## src/rtl/drum_cmd_spi_queue.sv

```systemverilog
// drum_cmd_spi_queue
//   Collects single-cycle drum hit pulses into a pending register. A
//   lowest-index-first arbiter moves one hit per cycle into a DEPTH-entry
//   FIFO. The FIFO head is shifted out MSB-first to the MCU using the
//   DONE/LOAD handshake. Channel i is sent as command code i+1; code 0
//   means "no event".
//
// Ports
//   clk         system clock (at least 4x mcu_sck)
//   fpga_rst_n  asynchronous active-low reset
//   trig        per-channel hit pulses, clk-synchronous
//   mcu_sck     MCU SPI clock (asynchronous); sdo advances on its falling edge
//   mcu_load    MCU acknowledge (asynchronous); its rising edge pops the command
//   mcu_sdo     serial command bit, 0 whenever mcu_done is low
//   mcu_done    high while a command is presented
//   fifo_count  occupied FIFO entries
//   overflow    sticky flag, set when a hit merges into an already pending one
//   ovf_clr     synchronous clear of overflow (a same-cycle merge wins)
module drum_cmd_spi_queue #(
  parameter int NUM_CH = 8,
  parameter int CMD_W  = 8,
  parameter int DEPTH  = 4
) (
  input  logic                       clk,
  input  logic                       fpga_rst_n,
  input  logic [NUM_CH-1:0]          trig,
  input  logic                       mcu_sck,
  input  logic                       mcu_load,
  output logic                       mcu_sdo,
  output logic                       mcu_done,
  output logic [$clog2(DEPTH):0]     fifo_count,
  output logic                       overflow,
  input  logic                       ovf_clr
);

  localparam int AW = $clog2(DEPTH);
  localparam int BW = $clog2(CMD_W + 1);

  typedef enum logic [1:0] {IDLE, SHIFT, WAIT_LOAD} state_t;

  state_t              state_q, state_d;
  logic [NUM_CH-1:0]   pend;
  logic [NUM_CH-1:0]   arb_hit;
  logic [NUM_CH-1:0]   clr_mask;
  logic [CMD_W-1:0]    arb_code;
  logic [CMD_W-1:0]    mem [DEPTH];
  logic [AW-1:0]       wr_ptr, rd_ptr;
  logic [CMD_W-1:0]    shreg;
  logic [BW-1:0]       bcnt;
  logic                sck_s1, sck_s2, sck_d;
  logic                load_s1, load_s2, load_d;
  logic                sck_fall, load_rise;
  logic                fifo_full, push, pop, merge;
  logic                load_sh, shift_en;

  assign sck_fall  = sck_d & ~sck_s2;
  assign load_rise = load_s2 & ~load_d;
  assign fifo_full = (fifo_count == (AW+1)'(DEPTH));

  // Arbiter: the lowest pending index wins; the loop runs high-to-low so the
  // last match is the lowest index.
  always_comb begin
    arb_code = '0;
    arb_hit  = '0;
    for (int i = NUM_CH - 1; i >= 0; i--) begin
      if (pend[i]) begin
        arb_code   = CMD_W'(i + 1);
        arb_hit    = '0;
        arb_hit[i] = 1'b1;
      end
    end
  end

  // A pop frees a slot in the same cycle, so a full FIFO still accepts a write.
  assign push     = (|pend) & (~fifo_full | pop);
  assign clr_mask = push ? arb_hit : '0;
  // A trig that lands on a bit being cleared this cycle re-arms it and is not a merge.
  assign merge    = |(trig & pend & ~clr_mask);

  always_ff @(posedge clk or negedge fpga_rst_n) begin
    if (!fpga_rst_n) begin
      pend     <= '0;
      overflow <= 1'b0;
    end else begin
      pend <= (pend & ~clr_mask) | trig;
      if (merge)        overflow <= 1'b1;
      else if (ovf_clr) overflow <= 1'b0;
    end
  end

  always_ff @(posedge clk) begin
    if (push) mem[wr_ptr] <= arb_code;
  end

  always_ff @(posedge clk or negedge fpga_rst_n) begin
    if (!fpga_rst_n) begin
      wr_ptr     <= '0;
      rd_ptr     <= '0;
      fifo_count <= '0;
    end else begin
      if (push) wr_ptr <= wr_ptr + AW'(1);
      if (pop)  rd_ptr <= rd_ptr + AW'(1);
      case ({push, pop})
        2'b10:   fifo_count <= fifo_count + (AW+1)'(1);
        2'b01:   fifo_count <= fifo_count - (AW+1)'(1);
        default: fifo_count <= fifo_count;
      endcase
    end
  end

  // Two-flop synchronisers, then one delay flop for edge detection.
  always_ff @(posedge clk or negedge fpga_rst_n) begin
    if (!fpga_rst_n) begin
      sck_s1  <= 1'b0;
      sck_s2  <= 1'b0;
      sck_d   <= 1'b0;
      load_s1 <= 1'b0;
      load_s2 <= 1'b0;
      load_d  <= 1'b0;
    end else begin
      sck_s1  <= mcu_sck;
      sck_s2  <= sck_s1;
      sck_d   <= sck_s2;
      load_s1 <= mcu_load;
      load_s2 <= load_s1;
      load_d  <= load_s2;
    end
  end

  always_ff @(posedge clk or negedge fpga_rst_n) begin
    if (!fpga_rst_n) state_q <= IDLE;
    else             state_q <= state_d;
  end

  // The head stays in the FIFO while it is shifted out; only LOAD pops it,
  // so a short read still discards the command.
  always_comb begin
    state_d  = state_q;
    pop      = 1'b0;
    load_sh  = 1'b0;
    shift_en = 1'b0;
    mcu_done = 1'b0;
    mcu_sdo  = 1'b0;
    case (state_q)
      IDLE: begin
        if (fifo_count != '0) begin
          load_sh = 1'b1;
          state_d = SHIFT;
        end
      end
      SHIFT: begin
        mcu_done = 1'b1;
        mcu_sdo  = shreg[CMD_W-1];
        if (load_rise) begin
          pop     = 1'b1;
          state_d = IDLE;
        end else if (sck_fall) begin
          shift_en = 1'b1;
          if (bcnt == BW'(CMD_W - 1)) state_d = WAIT_LOAD;
        end
      end
      WAIT_LOAD: begin
        mcu_done = 1'b1;
        if (load_rise) begin
          pop     = 1'b1;
          state_d = IDLE;
        end
      end
      default: state_d = IDLE;
    endcase
  end

  always_ff @(posedge clk or negedge fpga_rst_n) begin
    if (!fpga_rst_n)   bcnt <= '0;
    else if (load_sh)  bcnt <= '0;
    else if (shift_en) bcnt <= bcnt + BW'(1);
  end

  always_ff @(posedge clk) begin
    if (load_sh)       shreg <= mem[rd_ptr];
    else if (shift_en) shreg <= shreg << 1;
  end

endmodule

```

## config.mk

```make
export PLATFORM = sky130hd
export DESIGN_NAME = drum_cmd_spi_queue
export DESIGN_NICKNAME = d
export VERILOG_FILES = /design/src/rtl/drum_cmd_spi_queue.sv
export SDC_FILE = /design/constraint.sdc
export NUM_CORES = 1
export LEC_CHECK = 0
export CAP_MARGIN = 20
export CORE_MARGIN = 4
export CORE_UTILIZATION = 57
export CTS_CLUSTER_SIZE = 40
export DETAILED_ROUTE_END_ITERATION = 12
export PLACE_DENSITY_LB_ADDON = 0.15
export SLEW_MARGIN = 20
export SYNTH_ARGS = -nofsm -noshare
export SYNTH_HDL_FRONTEND = slang
export SYNTH_SLANG_ARGS = --single-unit
```

## constraint.sdc

```tcl
create_clock -name clk -period 2.7 [get_ports clk]
set_clock_uncertainty 0.2 [all_clocks]
set_input_delay 0.675 -clock clk [delete_from_list [all_inputs] [get_ports clk]]
set_output_delay 0.675 -clock clk [all_outputs]
set_load 0.005 [all_outputs]
```

==> impl_metrics.csv, run 1 <==
group,metric,value,unit
die,die-area,5390,um^2
logic_synthesis,ys_warn_count,0,
worst_setup_path,ff2ff_path_depth,12,
final_layout,final_nets,239,
pwr,vdd_drop_max,0.000487,V
pwr,p_switching,861,uW
logic_synthesis,syn_area,2440,um^2
global_route,grt_pass1_wl,7.20,mm
logic_synthesis,synth_top_area_cell,"edfxtp_1",
die,fp.dieW,73.4,um
die,rows,23,
worst_setup_path,cp-end-kind,"output port",
clocking,clk_pin_slew,90,ps
final_layout,layout-drive-gt1-share,16.6,%
clocking,cts_root_buf,"clkbuf_8",
clocking,hold_buffers,0,
pwr,power.internal,1900,uW
global_route,grt_max_degree,29,
worst_setup_path,timing.rr.end,"fifo_count[2]",
hold_path,hold_end,"sck_s2",
timing,setup_tns,0,ps
die,start_util,60.2,%
pwr,power,2760,uW
logic_synthesis,syn_inst,186,
clocking,insertion_delay,300,ps
route,wire_per_inst,15.5,um
flow_run,maxCapViolCount,0,
worst_setup_path,cp-start-kind,"flip-flop",
route,vias,1498,
placement,placed_area,2700,um^2
worst_setup_path,regToRegSetupSlack,180,ps
placement,placed_cells,256,
clocking,cts_tree,"yes",
global_route,grt_pass1_vias,1544,
final_layout,area_growth,16.7,%
pwr,power.leakage,0.00117,uW
worst_setup_path,crit_chain,"inv_2, ha_1, and2_1, clkdlybuf4s50_1",
die,dieHeight,73.4,um
pwr,p_seq_share,46.4,%
final_layout,diodes,0,
outcome,outcome,"finished clean",
timing,rsz0062_at_grt,"false",
clocking,cts-htree-levels,2,
hold_path,min_path_type,"flip-flop to flip-flop",
route,drt-total-wl,4.13,mm
clocking,cts_made_buffers,5,
logic_synthesis,synth-seq-cells,52,
logic_synthesis,synth_nets,209,
worst_setup_path,worst-path-buf-inv,2,
global_route,grtUsageTotal,17.6,%
pwr,switching_share,31.2,%
pwr,pwr-share-comb,34.5,%
pwr,power_density,967,nW/um^2
timing,worstMarginPinSlew,432,ps
placement,hpwl,3.01,mm
worst_setup_path,max_stage_delay,490,ps
logic_synthesis,synth_edf_count,24,
worst_setup_path,required,1820,ps
route,drc,0,
worst_setup_path,cp.arrival,1740,ps
logic_synthesis,yosysSeqAreaShare,58.2,%
timing,finalHoldViolCount,0,
hold_path,worstHoldPathCells,0,
worst_setup_path,worstSetupPathType,"flip-flop to output port",
clocking,cts_sinks,52,
final_layout,nFillCells,293,
timing,finalCritPeriodShare,96.8,%
logic_synthesis,syn_area_per_cell,13.1,um^2
clocking,cts.path.max_buffers,2,
timing,finalCriticalPeriod,2610,ps
worst_setup_path,path_max_fanout,6,
worst_setup_path,critical-path-top-delay-family,"buffers and inverters",
placement,place.gp.congestion,0.865,
logic_synthesis,yosysUniqueCellTypes,43,
route,drt_iter0_markers,84,
global_route,grt_remaining_overflow,0,
timing,slew_violations,0,
timing,relSlewSlack,71.0,%
logic_synthesis,async_reset_ff_share,53.8,%
worst_setup_path,rr_startpoint,"state_q[0]",
final_layout,stdcell_area,2850,um^2
worst_setup_path,slowest_stage,"clkdlybuf4s50_1",
route,viasPerCell,5.61,
hold_path,holdCritStartpoint,"sck_s1",
die,boundaryPins,19,
pwr,pwr-share-clk,19.1,%
logic_synthesis,synth-main-ff-cell,"dfrtp_1",
route,drt_first_pass_iters,4,
logic_synthesis,synthTopCellsByArea,"edfxtp_1, dfrtp_1, ha_1",
timing,whs,165,ps
route,postRouteAntennaNets,0,
die,coreArea,4060,um^2
timing,setup_viol,0,
timing,fmax,383,MHz
logic_synthesis,synth_top_area_share,29.5,%
global_route,antenna_found_initial,0,
placement,io_buffers,18,
final_layout,final_cells,267,
[state kept, by name, indices dropped and copies added, names as in the netlist]
register / flops
load_s1: 1
state_q: 2
overflow: 1
sck_s2: 1
load_d: 1
wr_ptr: 2
shreg: 8
mem: 16
sck_d: 1
bcnt: 4
rd_ptr: 2
load_s2: 1
sck_s1: 1
fifo_count: 3
pend: 8
[power groups by stage]
stage	clock network (uW)	registers [uW]	logic [uW]
floorplan	0	1250	649
global placement	0	1290	876
detailed placement	0	1300	917
CTS	541	1280	927
global route	570	1310	1070
finish	526	1280	951
[synth_stat cells, drive strengths merged (4+ instances only)]
library cell / n
ha: 9
xnor2: 4
nand2b: 4
xor2: 5
nor2: 11
mux4: 4
o21ai: 6
inv: 12
a21o: 7
and2: 12
edfxtp: 24
dfrtp: 28
nand2: 13
nor3: 5
o211ai: 4
[layer usage]
metal	track usage, %	up-vias	wire length, um
met1	22.6	723	1830
li1	-	727	-
met4	7.85	0	64
met3	4.24	7	198
met5	0	-	0
met2	28.4	41	2040
[kinds of logic (layout without fill, tap and decap cells)]
| logic type | Yosys count | after routing | share of synthesized area, % |
|---|---|---|---|
| xor+xnor | 9 | 9 | 3.23 |
| flops | 52 | 52 | 58.2 |
| mux | 8 | 8 | 5.54 |
| fa+ha+maj | 10 | 10 | 5.43 |
| simple gates | 59 | 59 | 14.7 |
| buf+inv | 15 | 46 | 2.72 |
| compound gates | 33 | 33 | 10.1 |
[stage by stage]
step / util, % / setup slack (ps)
2_1_floorplan: - / 231
3_3_place_gp: 66.5 / 189
3_5_place_dp: 66.5 / 98.0
4_1_cts: 69.3 / 38.0
5_1_grt: 70.2 / 0.187
6_report: 70.2 / 86.5
[area by class of cell]
| class | instances | area (um^2) | share of cell area, % |
|---|---|---|---|
| sequential | 52 | 1420 | 49.9 |
| multi-input combinational | 119 | 968 | 34.0 |
| timing repair buffer | 26 | 240 | 8.43 |
| clock buffer | 5 | 68.8 | 2.42 |
| tap | 50 | 62.6 | 2.20 |
| inverter | 12 | 45.0 | 1.58 |
| clock inverter | 3 | 42.5 | 1.49 |
[how the worst max path moves through the flow]
stage / start / endpoint / slack (ps) / depth (start not counted)
3_5_place_dp: state_q[0] / fifo_count[2] / 100 / 12
5_1_grt: state_q[0] / fifo_count[2] / 0.2 / 12
6_report: state_q[1] / mcu_sdo / 90 / 4
3_3_place_gp: state_q[0] / fifo_count[2] / 190 / 12
4_1_cts: state_q[1] / mcu_sdo / 40 / 4
2_1_floorplan: state_q[0] / fifo_count[2] / 230 / 12
[layout by cell type, fill, tap and decap left out, drive strengths merged, types with 2 or more instances in the layout]
cell type      netlist  routed
dfrtp               28      28
edfxtp              24      24
clkdlybuf4s50        0      18
nand2               13      13
inv                 12      12
and2                12      12
nor2                11      11
ha                   9       9
buf                  3       8
a21o                 7       7
o21ai                6       6
xor2                 5       5
clkbuf               0       5
nor3                 5       5
o211ai               4       4
nand2b               4       4
mux4                 4       4
xnor2                4       4
a21oi                3       3
and3                 3       3
nand4                3       3
mux2i                3       3
o21bai               2       2
nor2b                2       2
o21a                 2       2
a32oi                2       2
nor4                 2       2
[repair_timing]
action | in CTS | in global routing
endpoints found under the setup margin | 0 | 3
gates resized for setup | 0 | 5
setup buffers | 0 | 3
(Power assumes the default switching activity.)
==> inputs of run 2 (changes only) <==
ABC_CLOCK_PERIOD_IN_PS = 2300   (was unset)
CORE_UTILIZATION = 52   (was 57)
clock period = 2.3 ns   (was 2.7 ns; I/O delays follow)
==> run 2 against run 1 <==
  * The flow now finishes with violations (negative setup slack)
  * Count of clock-buffer cells in the layout unchanged
  * Combinational power increased by 31%
  * Via count rose by 4.4%
  * Clock power increased by 16%
  * Global-route usage shrank 2.0 points
==> impl_metrics.csv, run 2 (same netlist as run 1, synthesis figures left out) <==
group,metric,value,unit
hold_path,min_path_type,"flip-flop to flip-flop",
timing,rsz0062_at_grt,"true",
timing,whs,161,ps
global_route,grt_pass1_wl,7.35,mm
outcome,outcome,"finished, violations left",
final_layout,area_growth,23.1,%
clocking,clk_pin_slew,90,ps
final_layout,reg_top3,"mem (16), pend (8), shreg (8)",
final_layout,top_register,"mem",
hold_path,worstHoldPathCells,0,
placement,place.gp.congestion,0.834,
worst_setup_path,worst-path-buf-inv,3,
route,drc,0,
flow_run,maxCapViolCount,0,
timing,setup_viol,1,
die,start_util,54.9,%
worst_setup_path,cp_num_cells,12,
die,die-area,5850,um^2
die,fp.dieW,76.5,um
worst_setup_path,max_stage_delay,400,ps
global_route,grt_pass1_vias,1622,
clocking,cts_root_buf,"clkbuf_8",
route,wire_per_inst,15.0,um
placement,hpwl,3.11,mm
global_route,grtUsageTotal,15.6,%
timing,finalCriticalPeriod,2320,ps
timing,finalHoldViolCount,0,
clocking,insertion_delay,290,ps
clocking,cts.path.max_buffers,2,
final_layout,final_cells,285,
worst_setup_path,cp-start-kind,"flip-flop",
pwr,vdd_drop_max,0.000545,V
timing,fmax,431,MHz
final_layout,final_nets,255,
timing,finalCritPeriodShare,101,%
worst_setup_path,cp-end-kind,"flip-flop",
worst_setup_path,cp.arrival,2350,ps
clocking,cts_tree,"yes",
final_layout,register_area,1420,um^2
timing,worstMarginPinSlew,358,ps
final_layout,diodes,0,
clocking,cts-htree-levels,2,
route,drt_iter0_markers,48,
worst_setup_path,slowest_stage,"dfrtp_1",
clocking,cts_made_buffers,5,
placement,placed_cells,274,
worst_setup_path,required,2330,ps
timing,layout_setup_ws,-20.8,ps
final_layout,post-route-util,67.6,%
worst_setup_path,critical-path-top-delay-family,"adder cells",
pwr,power.leakage,0.00125,uW
worst_setup_path,ff2ff_path_depth,12,
final_layout,layout-drive-gt1-share,24.5,%
outcome,violations,"negative setup slack",
clocking,cts_sinks,52,
worst_setup_path,crit_chain,"inv_2, ha_4, and3b_2, nor2_8, a31oi_4, inv_2, ha_4, inv_2, fa_2, xor2_1, nor2_1, xor2_1",
route,drt_first_pass_iters,4,
route,postRouteAntennaNets,0,
final_layout,largest_reg_flops,16,
global_route,grt_max_degree,29,
final_layout,multiInputGateArea,1000,um^2
placement,io_buffers,18,
timing,slew_violations,0,
pwr,power_density,1110,nW/um^2
die,dieHeight,76.5,um
timing,relSlewSlack,76.2,%
worst_setup_path,worstSetupPathType,"flip-flop to flip-flop",
die,boundaryPins,19,
route,viasPerCell,5.49,
final_layout,final_common_cell,"dfrtp_1",
worst_setup_path,path_max_fanout,2,
placement,dp_slack,-77.5,ps
route,vias,1564,
final_layout,layout_common_cells,"dfrtp_1, edfxtp_1, buf_4",
final_layout,nFillCells,354,
global_route,antenna_found_initial,0,
worst_setup_path,path_common_cell,"inv_2",
die,coreArea,4440,um^2
route,drt-total-wl,4.27,mm
clocking,hold_buffers,0,
die,rows,24,
global_route,grt_remaining_overflow,0,
[run 2: final cells by class]
| type | count | area share (%) |
|---|---|---|
| inverters | 12 | 1.50 |
| clock inverters | 3 | 1.42 |
| multi-input cells | 119 | 33.4 |
| well taps | 52 | 2.17 |
| clock buffers | 5 | 2.29 |
| repair buffers | 42 | 12.0 |
| flip-flops and latches | 52 | 47.3 |
[run 2: where the power goes]
group	internal, uW	switching, uW	total [uW]
Combinational	670	582	1250
Sequential	1330	148	1480
Clock	321	289	610
[run 2: worst reg2reg max path: cells and delay by family (launching register included)]
kind	cells	cell delay [ps]
AO/OA/AOI/OAI	1	40
XOR/XNOR	2	280
adder cells (fa/ha/maj)	3	660
buffers and inverters	3	200
flip-flops	1	400
AND/OR/NAND/NOR	3	470
[run 2: path summary, 6_finish.rpt]
path	startpoint	endpoint	slack [ps]
hold / removal	load_s1	load_s2	160
hold reg to reg	load_s1	load_s2	160
max in group asynchronous	fpga_rst_n	state_q[0]	1180
setup / recovery	state_q[1]	fifo_count[2]	-20
setup reg to reg	state_q[1]	fifo_count[2]	-20
min in group asynchronous	fpga_rst_n	sck_s1	460
[run 2: timing repair]
item,in CTS,in global routing
gates resized for setup,5,4
setup buffers,2,1
cloned,0,0
endpoints found under the setup margin,4,4
pin swaps,4,3
[run 2: metal layers]
metal	vias to the layer above	part of all wire, %	track usage [%]
met5	-	0	0
met4	0	2.0	6.70
met3	10	3.2	3.78
met2	29	52	26.6
met1	768	43	18.8
li1	757	-	-
[run 2: metrics by stage]
stage	power, uW	area (um^2)	TNS (ps)
after floorplan	2260	2460	-121
final	3340	3000	-20.8
after global placement	2650	2840	-2.96
after CTS	3350	2980	-57.5
after global routing	3590	3000	-181
after detailed placement	2700	2840	-77.5
